## src/rtl/turn_input_conditioner.sv

```systemverilog
// Debounces the two active-low turn keys and buffers one turn request,
// released as a single-cycle right_P/left_P pulse aligned with game_tik.
module turn_input_conditioner #(
    parameter int DEBOUNCE_CYCLES = 250000,
    parameter int CNT_BIT         = 18
) (
    input  logic       clock_25,
    input  logic       reset,
    input  logic       key_right_n,
    input  logic       key_left_n,
    input  logic       game_tik,
    output logic       right_P,
    output logic       left_P,
    output logic       turn_pending,
    output logic [1:0] state_dbg
);

    typedef enum logic [1:0] {
        IDLE   = 2'd0,
        PEND_R = 2'd1,
        PEND_L = 2'd2
    } state_t;

    localparam logic [CNT_BIT-1:0] CNT_MAX = CNT_BIT'(DEBOUNCE_CYCLES - 1);

    // Index 0 is the right key, index 1 the left key.
    logic [1:0]         keys_n;
    logic [1:0]         sync1;
    logic [1:0]         sync2;
    logic [1:0]         stable;
    logic [1:0]         press;
    logic [CNT_BIT-1:0] cnt [2];

    assign keys_n = {key_left_n, key_right_n};

    for (genvar k = 0; k < 2; k++) begin : g_key
        // A press is the accepted 1->0 flip of the debounced level.
        assign press[k] = (sync2[k] != stable[k]) && (cnt[k] == CNT_MAX) && stable[k];

        always_ff @(posedge clock_25) begin
            if (reset) begin
                sync1[k]  <= 1'b1;
                sync2[k]  <= 1'b1;
                stable[k] <= 1'b1;
                cnt[k]    <= '0;
            end else begin
                sync1[k] <= keys_n[k];
                sync2[k] <= sync1[k];
                if (sync2[k] == stable[k]) begin
                    cnt[k] <= '0;
                end else if (cnt[k] == CNT_MAX) begin
                    stable[k] <= sync2[k];
                    cnt[k]    <= '0;
                end else begin
                    cnt[k] <= cnt[k] + 1'b1;
                end
            end
        end
    end

    state_t state;
    state_t state_next;

    always_ff @(posedge clock_25) begin
        if (reset) begin
            state <= IDLE;
        end else begin
            state <= state_next;
        end
    end

    // A tick consumes the pending turn; a single-key press in the same cycle
    // becomes the new pending turn. Simultaneous presses are ambiguous and dropped.
    always_comb begin
        state_next = state;
        if (game_tik && (state != IDLE)) begin
            state_next = IDLE;
        end
        if (press[0] && !press[1]) begin
            state_next = PEND_R;
        end else if (press[1] && !press[0]) begin
            state_next = PEND_L;
        end
    end

    assign right_P      = (state == PEND_R) && game_tik;
    assign left_P       = (state == PEND_L) && game_tik;
    assign turn_pending = (state != IDLE);
    assign state_dbg    = state;

endmodule

```

## config.mk

```make
export PLATFORM = sky130hd
export DESIGN_NAME = turn_input_conditioner
export DESIGN_NICKNAME = d
export VERILOG_FILES = /design/src/rtl/turn_input_conditioner.sv
export SDC_FILE = /design/constraint.sdc
export NUM_CORES = 1
export LEC_CHECK = 0
export BUFFER_PORTS_ARGS = -buffer_cell sky130_fd_sc_hd__buf_4
export CAP_MARGIN = 10
export CORE_ASPECT_RATIO = 1.75
export CORE_UTILIZATION = 30
export CTS_CLUSTER_SIZE = 16
export DETAILED_ROUTE_END_ITERATION = 10
export HOLD_SLACK_MARGIN = 0.15
export MAX_ROUTING_LAYER = met4
export SKIP_CTS_REPAIR_TIMING = 1
export SYNTH_ARGS = -nofsm -noshare
export SYNTH_HDL_FRONTEND = slang
export SYNTH_SLANG_ARGS = --single-unit
```

## constraint.sdc

```tcl
create_clock -name clock_25 -period 1.8 [get_ports clock_25]
set_clock_uncertainty 0.1 [all_clocks]
set_input_delay 0.36 -clock clock_25 [delete_from_list [all_inputs] [get_ports clock_25]]
set_output_delay 0.36 -clock clock_25 [all_outputs]
set_load 0.005 [all_outputs]
```

==> impl_summary.log <==
[metrics] run status: finished, violations left
[metrics] violated checks: setup timing
[metrics] Clock Root Buffer: sky130_fd_sc_hd__clkbuf_16
[metrics] placer congestion estimate: 0.793
[metrics] cell-by-cell trace of the critical path: nor4_2 -> nand4_1 -> or4_4 -> maj3_2 -> nor2_2
[metrics] fill count: 687
[metrics] depth of the critical timing path with buffers and inverters included: 5
[metrics] overall fraction of global-route tracks in use: 0.128
[metrics] routed wire length: between 4 and 5 mm
[metrics] H-Tree Depth: 2
[metrics] Crit Path Class: flip-flop to flip-flop
[metrics] Buffers on Ports: 9
[metrics] endpoint type of the worst setup path: flip-flop
[metrics] TritonCTS clock tree: built
[metrics] Min-Delay Path Depth: 2
[metrics] critical path peak fanout: 3
[metrics] final HPWL from detailed placement: 3.28 mm
[metrics] Largest stage delay, worst path: 0.46 ns
[metrics] pwr dens: 707 nW/um2
[metrics] required time of the critical path: about 1.9 ns
[metrics] area delta synth->final: 40.1%
[metrics] global-route wire length before repair: 7.28 mm
[metrics] number of synthesis warnings: 0
[metrics] Row Count: 41
[metrics] pin count of the biggest net entering global routing: 13
[metrics] multiplexer area fraction after synthesis: 0
[metrics] fraction of layout cells with a size suffix above 1: 0.316
[metrics] dominant combinational cell family by area after synthesis: simple AND/OR/NAND/NOR gates
[metrics] CTS Sinks: 44
[metrics] via density per instance: 4.41
[metrics] final core utilization: 0.436
[metrics] final worst setup slack: -0.105 ns
[metrics] Max stage delay cell, worst path: sky130_fd_sc_hd__or4_4
[metrics] Fin. Hold Viols: 0
[metrics] static leakage power: 1.18 nW
[metrics] Yosys reg bits: 44
[metrics] Detailed Routing Iterations Pass 1: 4
[metrics] Skew-Pair Late Insertion Delay: ~0.28 ns
[metrics] hold_ws: around 0.16 ns
[metrics] sum of overflow across all layers after global routing: 0
[metrics] total chip power: 2.23 mW
[metrics] chip width: just under 70 um
[metrics] Worst Path Arrival: 2.03 ns
[metrics] number of DRC violations after detailed routing: 0
[metrics] final antenna diode count: 0
[metrics] Reg-to-Reg Start: cnt[1][13]$_SDFFCE_PN0P_
[metrics] post-synthesis share of cell area spent on and, or, nand and nor gates: 0.266
[metrics] clock edge transition at the registers on the reported setup and hold paths: 0.06 ns
[metrics] final layout net count: 300
[metrics] setup repair after global routing missed its margin: yes
[metrics] area of the placeable core: between 7000 and 8000 um2
[metrics] portion of the clock cycle consumed by the worst path in the final layout: 1.06
[metrics] starting utilization of the core area: 0.311
[metrics] share of synthesized cell area in full adder, half adder and majority cells: 0.0161
[metrics] synthesized area: about 2200 um2
[metrics] post-route ant nets: 0
[metrics] Die Outline Area: 7860 um2
[metrics] Worst Hold Class: input port to flip-flop
[metrics] initial antenna violation count: 0
[metrics] total I/O pin count: 10
[metrics] time the worst path needs with I/O delays and setup: 1.91 ns
[metrics] Post-Synthesis Mean Instance Area: 10.6 um2
[metrics] number of buffers and inverters on the critical path: 0
[metrics] Critical Path Start: cnt[1][13]$_SDFFCE_PN0P_
[metrics] routed length per instance: 11.8 um
[metrics] FF-to-FF path depth: 5
[metrics] worst vdd rail ir drop: between 0.4 and 0.5 mV
[metrics] Max Root-Sink Buffers: 2
[metrics] Vert. Die Dim: between 100 and 150 um
[metrics] Synth Area in Compound Gates: 0.0139
[metrics] fraction of synthesized cell area in xor and xnor cells: 0.128
[metrics] max capacitance violation total: 0
[metrics] library cells used by synthesis: 37
[metrics] # setup viols final: 20
[metrics] top achievable clock speed: approximately 520 MHz
[metrics] starting DRC count in detailed routing: 35
[metrics] worst hold start: key_right_n
[metrics] via count of the first global-routing pass: 1708
[metrics] number of slew-limit violations in the final report: 0
[metrics] Seq/Total Area, Yosys: 0.552
[metrics] kind of launch point of the worst setup path: flip-flop
[metrics] total via count after detailed routing: 1674
[metrics] CP top delay family: simple AND/OR/NAND/NOR gates
[metrics] number of CTS-inserted buffers: 5
[metrics] instance count of the mapped netlist: 212
[cell type report]
type                    count  area (um2)  area share
clock buffers               8         146      0.0464
well taps                  86         108      0.0341
multi-input cells         193        1270       0.404
inverters                   4        15.0     0.00476
repair buffers             45         369       0.117
flip-flops and latches     44        1240       0.394
[cells in the final DEF, fill, tap and decap left out, drive strengths merged, types with 11 or more instances in the layout]
cell type and instances:
edfxtp 36, nor2 47, nand2 11, xor2 17
buf 45, nand4 11, nand3 12, xnor2 16
conb 36
[final timing paths]
kind	end	slack (ns)
max	state_dbg[1]$_SDFFE_PP0P_	-0.11
min	sync1[0]$_SDFF_PP1_	0.16
max reg2reg	state_dbg[1]$_SDFFE_PP0P_	-0.11
min reg2reg	sync2[1]$_SDFF_PP1_	0.31
[report_power, final]
part,leakage [nW],internal [mW],total (mW),switching [mW]
Clock,0.0712,0.553,0.906,0.352
Combinational,0.668,0.0710,0.148,0.0770
Sequential,0.437,1.14,1.17,0.0336
[Yosys cell counts]
library cell,count,area [um2]
sky130_fd_sc_hd__inv_1,4,15.0
sky130_fd_sc_hd__or2b_2,1,8.76
sky130_fd_sc_hd__buf_2,4,20.0
sky130_fd_sc_hd__nor2_1,46,173
sky130_fd_sc_hd__nor4b_2,1,15.0
sky130_fd_sc_hd__o21ai_0,1,5.00
sky130_fd_sc_hd__maj3_2,1,11.3
sky130_fd_sc_hd__a21o_1,1,7.51
sky130_fd_sc_hd__buf_6,1,11.3
sky130_fd_sc_hd__and3b_1,1,8.76
sky130_fd_sc_hd__o21ai_1,1,5.00
sky130_fd_sc_hd__xnor2_1,16,140
sky130_fd_sc_hd__nor4_2,2,25.0
sky130_fd_sc_hd__and3_1,7,43.8
sky130_fd_sc_hd__edfxtp_1,36,1080
sky130_fd_sc_hd__or2_1,2,12.5
sky130_fd_sc_hd__dfxtp_1,8,160
sky130_fd_sc_hd__nor2b_1,2,12.5
sky130_fd_sc_hd__a21oi_1,1,5.00
sky130_fd_sc_hd__nand2b_1,2,12.5
sky130_fd_sc_hd__nor4_1,2,12.5
sky130_fd_sc_hd__or4_4,1,11.3
sky130_fd_sc_hd__and2_1,1,6.26
sky130_fd_sc_hd__ha_1,2,25.0
sky130_fd_sc_hd__nand2_1,11,41.3
sky130_fd_sc_hd__nand3_1,12,60.1
sky130_fd_sc_hd__and4_1,1,8.76
sky130_fd_sc_hd__nor3_1,5,25.0
sky130_fd_sc_hd__nand3b_1,1,7.51
sky130_fd_sc_hd__or2b_1,1,7.51
sky130_fd_sc_hd__nand4_1,11,68.8
sky130_fd_sc_hd__nor2_2,1,6.26
sky130_fd_sc_hd__or2_2,5,31.3
sky130_fd_sc_hd__a211o_1,1,8.76
sky130_fd_sc_hd__conb_1,1,3.75
sky130_fd_sc_hd__xor2_1,17,149
sky130_fd_sc_hd__clkbuf_1,1,3.75
[metrics by stage]
stage / std cells / setup TNS (ns) / setup WS [ns] / area [um2]
floorplan: 247 / -0.375 / -0.0571 / 2420
global placement: 369 / -0.726 / -0.0517 / 2790
finish: 380 / -1.02 / -0.105 / 3150
CTS: 377 / -1.83 / -0.108 / 2930
detailed placement: 369 / -1.51 / -0.0923 / 2790
global route: 380 / -5.31 / -0.220 / 3150
[kinds of logic after synthesis]
group           after synthesis
simple gates                116
flops                        44
xor+xnor                     33
buf+inv                      10
compound gates                5
fa+ha+maj                     3
other cells                   1
[per-layer routing]
layer	up-vias	GRT usage	routed length (um)
met1	786	0.113	1620
met5	-	-	0
met3	10	0.0205	69
met2	18	0.244	2650
met4	0	0.0709	151
li1	860	-	-
[worst reg2reg max path, delay by kind of cell, from the launching register on]
family / cells / cell delay (ns)
flip-flops: 1 / 0.42
adder cells (fa/ha/maj): 1 / 0.33
AND/OR/NAND/NOR: 4 / 1.00
[registers in the layout (all words and copies together) (netlist names)]
name / flops
cnt: 36
state_dbg: 2
sync2: 2
stable: 2
sync1: 2
Note: power is estimated with default switching activity, not from simulation.
